===== config.mk =====
export PLATFORM = sky130hd
export DESIGN_NAME = instr_fetch_queue
export DESIGN_NICKNAME = d
export VERILOG_FILES = /design/src/rtl/mznm_pkg.sv /design/src/rtl/fetch_slot_fifo.sv /design/src/rtl/instr_fetch_queue.sv
export SDC_FILE = /design/constraint.sdc
export NUM_CORES = 1
export LEC_CHECK = 0
export CORE_MARGIN = 3
export CORE_UTILIZATION = 40
export CTS_CLUSTER_DIAMETER = 80
export DETAILED_ROUTE_END_ITERATION = 16
export PLACE_DENSITY_LB_ADDON = 0.3
export SLEW_MARGIN = 20
export SYNTH_ARGS = -nofsm -noshare
export SYNTH_HDL_FRONTEND = slang
export SYNTH_HIERARCHICAL = 1
export SYNTH_SLANG_ARGS = --single-unit
export TNS_END_PERCENT = 1

===== constraint.sdc =====
create_clock -name clk -period 8.96 [get_ports clk]
set_input_delay 1.792 -clock clk [delete_from_list [all_inputs] [get_ports clk]]
set_output_delay 1.792 -clock clk [all_outputs]
set_load 0.02 [all_outputs]

===== src/rtl/mznm_pkg.sv =====
// Shared definitions for the instruction-fetch block.
// Contents:
//   PC_W_DEF / INSTR_W_DEF  default address and instruction widths
//   RESET_PC_DEF            default first fetch address after reset
//   PC_STEP_DEF             default address increment per instruction
//   fetch_state_e           fetch controller states {IDLE, FETCH, FLUSH}
package mznm_pkg;

  localparam int          PC_W_DEF     = 32;
  localparam int          INSTR_W_DEF  = 32;
  localparam logic [31:0] RESET_PC_DEF = 32'h0000_0000;
  localparam int          PC_STEP_DEF  = 2;

  typedef enum logic [1:0] {
    IDLE  = 2'd0,
    FETCH = 2'd1,
    FLUSH = 2'd2
  } fetch_state_e;

endpackage


===== src/rtl/fetch_slot_fifo.sv =====
// In-order slot storage for the fetch queue.
// A slot is allocated when a fetch request is accepted (tagged with its PC),
// filled when the matching memory response returns, and read out in order.
// Ports:
//   clk, reset        clock, synchronous active-low reset
//   flush             drop every slot and rewind all pointers (wins over all)
//   alloc, alloc_pc   allocate the next slot with this PC
//   fill, fill_instr  fill the oldest unfilled slot
//   pop               release the head slot
//   head_valid        head slot allocated and filled
//   head_pc/instr     head slot contents
//   occupancy         allocated, not yet popped slots (filled + in flight)
//   inflight          allocated, not yet filled slots
module fetch_slot_fifo #(
  parameter int DEPTH   = 4,
  parameter int PC_W    = 32,
  parameter int INSTR_W = 32
) (
  input  logic                       clk,
  input  logic                       reset,
  input  logic                       flush,
  input  logic                       alloc,
  input  logic [PC_W-1:0]            alloc_pc,
  input  logic                       fill,
  input  logic [INSTR_W-1:0]         fill_instr,
  input  logic                       pop,
  output logic                       head_valid,
  output logic [PC_W-1:0]            head_pc,
  output logic [INSTR_W-1:0]         head_instr,
  output logic [$clog2(DEPTH):0]     occupancy,
  output logic [$clog2(DEPTH):0]     inflight
);

  localparam int AW = $clog2(DEPTH);
  localparam int CW = AW + 1;

  // Pointers carry one extra wrap bit so full and empty are distinguishable.
  logic [CW-1:0]      alloc_ptr_q, alloc_ptr_d;
  logic [CW-1:0]      fill_ptr_q,  fill_ptr_d;
  logic [CW-1:0]      rd_ptr_q,    rd_ptr_d;
  logic [PC_W-1:0]    pc_q    [DEPTH];
  logic [PC_W-1:0]    pc_d    [DEPTH];
  logic [INSTR_W-1:0] instr_q [DEPTH];
  logic [INSTR_W-1:0] instr_d [DEPTH];
  logic [DEPTH-1:0]   filled_q, filled_d;

  logic [AW-1:0] alloc_idx, fill_idx, rd_idx;

  assign alloc_idx = alloc_ptr_q[AW-1:0];
  assign fill_idx  = fill_ptr_q[AW-1:0];
  assign rd_idx    = rd_ptr_q[AW-1:0];

  always_comb begin
    alloc_ptr_d = alloc_ptr_q;
    fill_ptr_d  = fill_ptr_q;
    rd_ptr_d    = rd_ptr_q;
    pc_d        = pc_q;
    instr_d     = instr_q;
    filled_d    = filled_q;
    if (flush) begin
      alloc_ptr_d = '0;
      fill_ptr_d  = '0;
      rd_ptr_d    = '0;
      filled_d    = '0;
    end else begin
      if (alloc) begin
        pc_d[alloc_idx] = alloc_pc;
        alloc_ptr_d     = alloc_ptr_q + CW'(1);
      end
      // fill and pop always address different slots: fill targets an
      // unfilled slot, pop a filled one.
      if (fill) begin
        instr_d[fill_idx]  = fill_instr;
        filled_d[fill_idx] = 1'b1;
        fill_ptr_d         = fill_ptr_q + CW'(1);
      end
      if (pop) begin
        filled_d[rd_idx] = 1'b0;
        rd_ptr_d         = rd_ptr_q + CW'(1);
      end
    end
  end

  always_ff @(posedge clk) begin
    if (!reset) begin
      alloc_ptr_q <= '0;
      fill_ptr_q  <= '0;
      rd_ptr_q    <= '0;
      filled_q    <= '0;
      for (int i = 0; i < DEPTH; i++) begin
        pc_q[i]    <= '0;
        instr_q[i] <= '0;
      end
    end else begin
      alloc_ptr_q <= alloc_ptr_d;
      fill_ptr_q  <= fill_ptr_d;
      rd_ptr_q    <= rd_ptr_d;
      filled_q    <= filled_d;
      pc_q        <= pc_d;
      instr_q     <= instr_d;
    end
  end

  assign head_valid = filled_q[rd_idx];
  assign head_pc    = pc_q[rd_idx];
  assign head_instr = instr_q[rd_idx];
  assign occupancy  = alloc_ptr_q - rd_ptr_q;
  assign inflight   = alloc_ptr_q - fill_ptr_q;

endmodule


===== src/rtl/instr_fetch_queue.sv =====
// Instruction-fetch stage: generates fetch addresses, issues requests to
// instruction memory, queues returned words with their PC and hands
// {instr, pc} to decode over valid/ready. A redirect flushes the queue and
// drops memory responses that were already in flight.
// Optional build macro: FETCH_PERF_CNT_EN adds perf_fetched / perf_stall.
// Ports:
//   clk, reset                 clock, synchronous active-low reset
//   imem_req_valid/ready/addr  fetch request channel
//   imem_rsp_valid/data        in-order response channel, never stalled
//   redirect, redirect_pc      flush and retarget fetch
//   dec_valid/ready            head entry handshake to decode
//   dec_instr, dec_pc          head entry contents
//   perf_fetched, perf_stall   (FETCH_PERF_CNT_EN only) delivered instrs,
//                              cycles decode was ready but starved
//
// state | meaning
// IDLE  | one cycle after reset, no requests
// FETCH | normal fetch; responses fill the queue
// FLUSH | no requests; stale responses are counted down and discarded
module instr_fetch_queue
  import mznm_pkg::*;
#(
  parameter int              DEPTH    = 4,
  parameter int              PC_W     = PC_W_DEF,
  parameter int              INSTR_W  = INSTR_W_DEF,
  parameter logic [PC_W-1:0] RESET_PC = PC_W'(RESET_PC_DEF),
  parameter int              PC_STEP  = PC_STEP_DEF
) (
  input  logic               clk,
  input  logic               reset,
  output logic               imem_req_valid,
  input  logic               imem_req_ready,
  output logic [PC_W-1:0]    imem_req_addr,
  input  logic               imem_rsp_valid,
  input  logic [INSTR_W-1:0] imem_rsp_data,
  input  logic               redirect,
  input  logic [PC_W-1:0]    redirect_pc,
`ifdef FETCH_PERF_CNT_EN
  output logic [31:0]        perf_fetched,
  output logic [31:0]        perf_stall,
`endif
  output logic               dec_valid,
  input  logic               dec_ready,
  output logic [INSTR_W-1:0] dec_instr,
  output logic [PC_W-1:0]    dec_pc
);

  localparam int CW = $clog2(DEPTH) + 1;

  fetch_state_e    state_q, state_d;
  logic [PC_W-1:0] fetch_pc_q, fetch_pc_d;
  logic [CW-1:0]   drop_cnt_q, drop_cnt_d;

  logic          req_accept;
  logic          dec_pop;
  logic          fifo_fill;
  logic [CW-1:0] occupancy;
  logic [CW-1:0] inflight;

  // Occupancy counts in-flight requests too, so a request is only raised
  // when its response is guaranteed a slot. Both terms are registered, so
  // once raised the request can only drop on acceptance or redirect.
  assign imem_req_valid = (state_q == FETCH) && (occupancy < CW'(DEPTH));
  assign imem_req_addr  = fetch_pc_q;
  assign req_accept     = imem_req_valid && imem_req_ready;
  assign dec_pop        = dec_valid && dec_ready;
  // Responses only reach the queue in FETCH; in FLUSH they are stale.
  assign fifo_fill      = imem_rsp_valid && (state_q == FETCH) && !redirect;

  fetch_slot_fifo #(
    .DEPTH   (DEPTH),
    .PC_W    (PC_W),
    .INSTR_W (INSTR_W)
  ) u_slots (
    .clk        (clk),
    .reset      (reset),
    .flush      (redirect),
    .alloc      (req_accept),
    .alloc_pc   (fetch_pc_q),
    .fill       (fifo_fill),
    .fill_instr (imem_rsp_data),
    .pop        (dec_pop),
    .head_valid (dec_valid),
    .head_pc    (dec_pc),
    .head_instr (dec_instr),
    .occupancy  (occupancy),
    .inflight   (inflight)
  );

  always_comb begin
    state_d    = state_q;
    fetch_pc_d = fetch_pc_q;
    drop_cnt_d = drop_cnt_q;
    if (req_accept) begin
      fetch_pc_d = fetch_pc_q + PC_W'(PC_STEP);
    end
    case (state_q)
      IDLE: begin
        state_d = FETCH;
      end
      FETCH: begin
        if (redirect) begin
          // A request accepted this cycle is already stale; a response
          // arriving this cycle is discarded here and needs no drop.
          drop_cnt_d = inflight + CW'(req_accept) - CW'(imem_rsp_valid);
          if (drop_cnt_d != '0) begin
            state_d = FLUSH;
          end
        end
      end
      FLUSH: begin
        if (imem_rsp_valid && (drop_cnt_q != '0)) begin
          drop_cnt_d = drop_cnt_q - CW'(1);
        end
        if (drop_cnt_q == '0) begin
          state_d = FETCH;
        end
      end
      default: begin
        state_d = IDLE;
      end
    endcase
    if (redirect) begin
      fetch_pc_d = redirect_pc;
    end
  end

  always_ff @(posedge clk) begin
    if (!reset) begin
      state_q    <= IDLE;
      fetch_pc_q <= RESET_PC;
      drop_cnt_q <= '0;
    end else begin
      state_q    <= state_d;
      fetch_pc_q <= fetch_pc_d;
      drop_cnt_q <= drop_cnt_d;
    end
  end

`ifdef FETCH_PERF_CNT_EN
  logic [31:0] perf_fetched_q, perf_fetched_d;
  logic [31:0] perf_stall_q, perf_stall_d;

  // Not touched by redirect: a handshake on a redirect cycle still counts.
  always_comb begin
    perf_fetched_d = perf_fetched_q;
    perf_stall_d   = perf_stall_q;
    if (dec_pop) begin
      perf_fetched_d = perf_fetched_q + 32'd1;
    end
    if (dec_ready && !dec_valid) begin
      perf_stall_d = perf_stall_q + 32'd1;
    end
  end

  always_ff @(posedge clk) begin
    if (!reset) begin
      perf_fetched_q <= '0;
      perf_stall_q   <= '0;
    end else begin
      perf_fetched_q <= perf_fetched_d;
      perf_stall_q   <= perf_stall_d;
    end
  end

  assign perf_fetched = perf_fetched_q;
  assign perf_stall   = perf_stall_q;
`endif

endmodule


==> summary.txt <==
Layout
  – Most frequent cells in the layout: nand2_1 (342), dfxtp_1 (304), mux2i_1 (262)
  – Share of layout cells above drive strength 1: 10.7%
  – Final net count: 1561
  – Antenna diode instance count: 0
  – Leading cell type in the layout, fill and taps excluded: nand2_1
  – Area delta synth->final: 19.5%
  – Fin util: 48.9%
  – Finished Cell Area: 17000 sq um
  – Filler cells: 3192

STA
  – Worst-margin pin slew: 1250 ps
  – Max Clock Freq: 193 MHz
  – Minimum clock period: 5180 ps
  – Final TNS setup: 0 ps
  – Final Worst Setup Slack: 3780 ps
  – Worst clock skew: 15.9 ps
  – Setup repair after global routing missed its margin: no
  – Final Hold Viols: 0
  – Slew Viols, Final: 0
  – Crit share post-route: 57.8%
  – Relative slew slack: 16.6%
  – Final Setup Violations: 0

Floorplanning
  – I/O pin total: 168
  – Die width: 195 um
  – Core Area: 34900 sq um
  – Die ar.: 38000 sq um
  – Die height: 195 um
  – Num rows: 68
  – Initial Utilization: 40.9%

Synthesis
  – Ys Warns: 6
  – Mapped Area: 14300 sq um
  – Post-Syn Nets: 1447
  – Avg Inst Size Synth: 10.5 sq um
  – Post-Synthesis Cells: 1355

Place
  – Port bufs: 167
  – Routability cong.: 0.752
  – Setup slack at placement: 4250 ps
  – Placed cell area: 15900 sq um
  – Half-perimeter wire length after detailed placement: 21.1 mm

Worst setup path
  – Crit Path Class: flip-flop to output pin
  – RR Startpoint: u_slots/rd_ptr_q[1]
  – R2R Setup Slk: 4720 ps
  – Reg2reg path depth: 11
  – CP required: 7170 ps
  – Worst-path maximum fanout: 44
  – CP Launch Type: flip-flop
  – CP arrival: 3390 ps
  – Worst flop-to-flop path endpoint: drop_cnt_q[1]
  – Worst setup EP type: output pin

Global route
  – Global-route wire length before repair: 54.8 mm
  – Gr ovfl total: 0
  – Largest net degree at the start of global routing: 244
  – Vias in the first global route: 10100
  – Initial antenna violation count: 1
  – Gr usage total: 17.5%

Clock network
  – Clock buffer count from CTS: 36
  – TritonCTS Sinks: 306
  – Clk Latency, worst-skew pair: 510 ps
  – Setup bufs post-CTS: 0
  – CTS tree: built
  – H-tree lvl count: 2
  – Longest Clk Path Bufs: 3
  – Post-CTS Resized: 0
  – Root Buffer: clkbuf_16
  – CTS Hold Buffers Added: 0
  – Clk slew on worst S/H paths: 60 ps

Outcome
  – Status: finished clean

Routing
  – Antenna viol nets, final: 0
  – Pre-antenna DRT Iters: 5
  – Via count: 10200
  – Initial drt markers: 654
  – Vias per Instance: 5.23
  – Wirelength per Cell: 17.4 um
  – Final wirelength: 33.9 mm
  – DRC violations left: 0

Min path
  – Hold Startpoint: u_slots/instr_q[98]
  – Min-Delay Path Depth: 2
  – Hold WC Path Type: flip-flop to flip-flop
  – Hold EP: u_slots/instr_q[98]

Pwr
  – Largest vdd supply drop: 0.000110 V
  – Pwr/cell area: 179 nW/um^2
  – Pleak: 7.11 nW

Flow run
  – Max_cap viols: 0
area by class of cell:
class | instances | area (sq um) | share of cell area, %
Timing Repair Buffer | 181 | 1790 | 10.5
Multi-Input combinational cell | 923 | 7300 | 42.9
Sequential cell | 306 | 6130 | 36.0
Inverter | 21 | 80.1 | 0.470
Clock inverter | 13 | 134 | 0.786
Tap cell | 455 | 569 | 3.34
Clock buffer | 48 | 1030 | 6.03
worst max-delay path, stage by stage, from the launching register on:
cell	delay [ps]
dfxtp_4	630
buf_4	770
fa_1	340
xnor2_1	140
xnor2_1	130
nor3b_1	200
clkdlybuf4s50_1	630
registers in the layout (all words and copies together), names as in the netlist:
| signal | cells |
|---|---|
| drop_cnt_q | 3 |
| state_q | 2 |
| u_slots/instr_q | 128 |
| imem_req_addr | 32 |
| u_slots/rd_ptr_q | 3 |
| u_slots/filled_q | 4 |
| u_slots/alloc_ptr_q | 3 |
| u_slots/fill_ptr_q | 3 |
| u_slots/pc_q | 128 |
worst max-delay path by stage:
| stage | start | to | slack, ps | cells after the start |
|---|---|---|---|---|
| floorplan | u_slots/alloc_ptr_q[0] | imem_req_valid | 5320 | 6 |
| global placement | u_slots/rd_ptr_q[1] | imem_req_valid | 4220 | 6 |
| detailed placement | u_slots/rd_ptr_q[1] | imem_req_valid | 4250 | 6 |
| CTS | u_slots/rd_ptr_q[1] | imem_req_valid | 3680 | 6 |
| global route | u_slots/rd_ptr_q[1] | imem_req_valid | 3530 | 6 |
| finish | u_slots/rd_ptr_q[1] | imem_req_valid | 3780 | 6 |
through the flow:
stage | hold slack [ps] | cells | total power [W]
floorplan | 432 | 1355 | 0.00156
global placement | 439 | 1886 | 0.00165
detailed placement | 447 | 1886 | 0.00165
CTS | 457 | 1947 | 0.00310
global route | 464 | 1947 | 0.00318
finish | 454 | 1947 | 0.00305
layer usage:
layer | track usage [%] | wire length (um) | share of wire, %
met1 | 25.6 | 16400 | 48
met2 | 26.8 | 15300 | 45
met3 | 3.50 | 1750 | 5.2
met4 | 3.59 | 457 | 1.3
met5 | 0 | 10 | 0.030
power breakdown:
part / internal (W) / switching (W)
sequential: 0.00138 / 0.0000270
combinational: 0.0000984 / 0.000119
clock: 0.000863 / 0.000566
(Power assumes the default switching activity.)
==> patch: new RTL, same settings <==
Change the package constant `PC_W_DEF` from 32 to 28.
--- a/src/rtl/mznm_pkg.sv
+++ b/src/rtl/mznm_pkg.sv
@@ -6,7 +6,7 @@
 //   fetch_state_e           fetch controller states {IDLE, FETCH, FLUSH}
 package mznm_pkg;
 
-  localparam int          PC_W_DEF     = 32;
+  localparam int          PC_W_DEF     = 28;
   localparam int          INSTR_W_DEF  = 32;
   localparam logic [31:0] RESET_PC_DEF = 32'h0000_0000;
   localparam int          PC_STEP_DEF  = 2;
Ports: changed (resized dec_pc, imem_req_addr and redirect_pc); port bits go from 168 to 156. The function was not compared with the original's and may differ.
==> patch against the unedited design <==
  * Sequential cell count is 20 lower
  * Power is 9.6% lower
  * Utilization is 0.24 points higher
  * Worst setup slack better by 260 ps
  * Worst hold slack worse by 0.59 ps
  * Wire length is 9.3% lower
  * Combinational power is 9.6% lower
  * Global-route usage is 0.28 points lower
  * Final area is 8.2% lower
  * Area after synthesis is 8.4% lower
==> patch: results (changes against the unedited design) <==
worst skew pair latency=550 ps (was 510 ps); Worst Skew=6.21 ps (was 15.9 ps); Ys Warns=6 (unchanged); drt pass-1 iters=4 (was 5); largest net degree at the start of global routing=214 (was 244); final net count=1427 (was 1561); largest stage delay on the critical path=710 ps (was 770 ps); clock root buffer=clkbuf_16 (unchanged); CTS resizes=0 (unchanged); Post-Route WL=30700 µm (was 33900 µm); outcome=finished clean (unchanged); Hold Crit Start=u_slots/instr_q[113] (was u_slots/instr_q[98]); post-DP HPWL=19400 µm (was 21100 µm); Placer Congestion=0.763 (was 0.752); reg-to-reg startpoint=u_slots/rd_ptr_q[0] (was u_slots/rd_ptr_q[1]); All-Layer GR Usage=0.172 (was 0.175); I/O Buffers=155 (was 167); first-iteration detailed-routing DRC count=468 (was 654); initial antenna violation count=0 (was 1); fillcell total=2911 (was 3192); cell at the slowest stage of the critical path=dfxtp_4 (was buf_4); Top reg by flops=u_slots/instr_q; via count=9009 (was 10187); pre-CTS setup slack=4520 ps (was 4250 ps); vias in the first global route=9202 (was 10052); worst min path class=reg -> reg (unchanged); CTS H-tree depth=1 (was 2); Max-slew headroom=0.391 (was 0.166); FF-to-FF path depth=13 (was 11); post-synthesis net count=1315 (was 1447); CTS sink cnt=286 (was 306); ANT nets after route=0 (unchanged); Critical Path AT=3130 ps (was 3390 ps); total CTS buffers=31 (was 36); share of layout cells above drive strength 1=0.100 (was 0.107); total setup buffers inserted after CTS=0 (unchanged); VDD IR max=127 µV (was 110 µV); global-route wire length before repair=49900 µm (was 54800 µm); Critical Path Fanout Max=34 (was 44); Clock Pin Slew Worst Setup and Hold Paths=60 ps (about the same); static leakage=6.81 nW (was 7.11 nW)
-- patch: cell types whose count changed in the layout (fill, tap and decap cells not counted), moves of 10 or more --
cell | before | now
a21oi_1 | 13 | 28
a31oi_1 | 11 | 1
clkdlybuf4s50_1 | 166 | 154
dfxtp_1 | 304 | 284
mux2i_1 | 262 | 246
nand2_1 | 342 | 315
xnor2_1 | 12 | 24
-- patch: tightest hold or removal path: cells and delay by family (launching register included) --
family        cells  cell delay, ps
mux               1              50
simple gates      1              50
flops             1             300
-- patch: worst paths after layout --
| path | endpoint | slack [ps] |
|---|---|---|
| setup reg to reg | state_q[1] | 5330 |
| hold reg to reg | u_slots/instr_q[113] | 450 |
| hold / removal | u_slots/instr_q[113] | 450 |
| setup / recovery | dec_pc[7] | 4040 |
-- patch: through the flow --
| stage | total power, mW | utilization | std cells | area (µm²) |
|---|---|---|---|---|
| after floorplan | 1.45 | - | 1227 | 13100 |
| after global placement | 1.53 | 0.460 | 1741 | 14700 |
| after detailed placement | 1.54 | 0.460 | 1741 | 14700 |
| after CTS | 2.79 | 0.491 | 1793 | 15700 |
| after global routing | 2.87 | 0.491 | 1793 | 15700 |
| final | 2.76 | 0.491 | 1793 | 15700 |
-- patch: power by group --
part	switching, mW	internal [mW]
Clock	0.499	0.750
Sequential	0.0244	1.29
Combinational	0.107	0.0902
Total	0.631	2.13
-- patch: area by class of cell --
class | count | area (µm²) | share of cell area
inverter | 19 | 73.8 | 0.00472
sequential | 286 | 5730 | 0.366
tap | 435 | 544 | 0.0348
timing repair buffer | 169 | 1670 | 0.107
clock buffer | 43 | 902 | 0.0576
clock inverter | 9 | 95.1 | 0.00608
multi-input combinational | 832 | 6630 | 0.424
-- patch: metal layers --
metal	up-vias	GRT usage	part of all wire
met5	-	0	0
met4	0	0.0331	0.015
met3	39	0.0306	0.041
met2	146	0.274	0.45
met1	4358	0.247	0.50
li1	4466	-	-
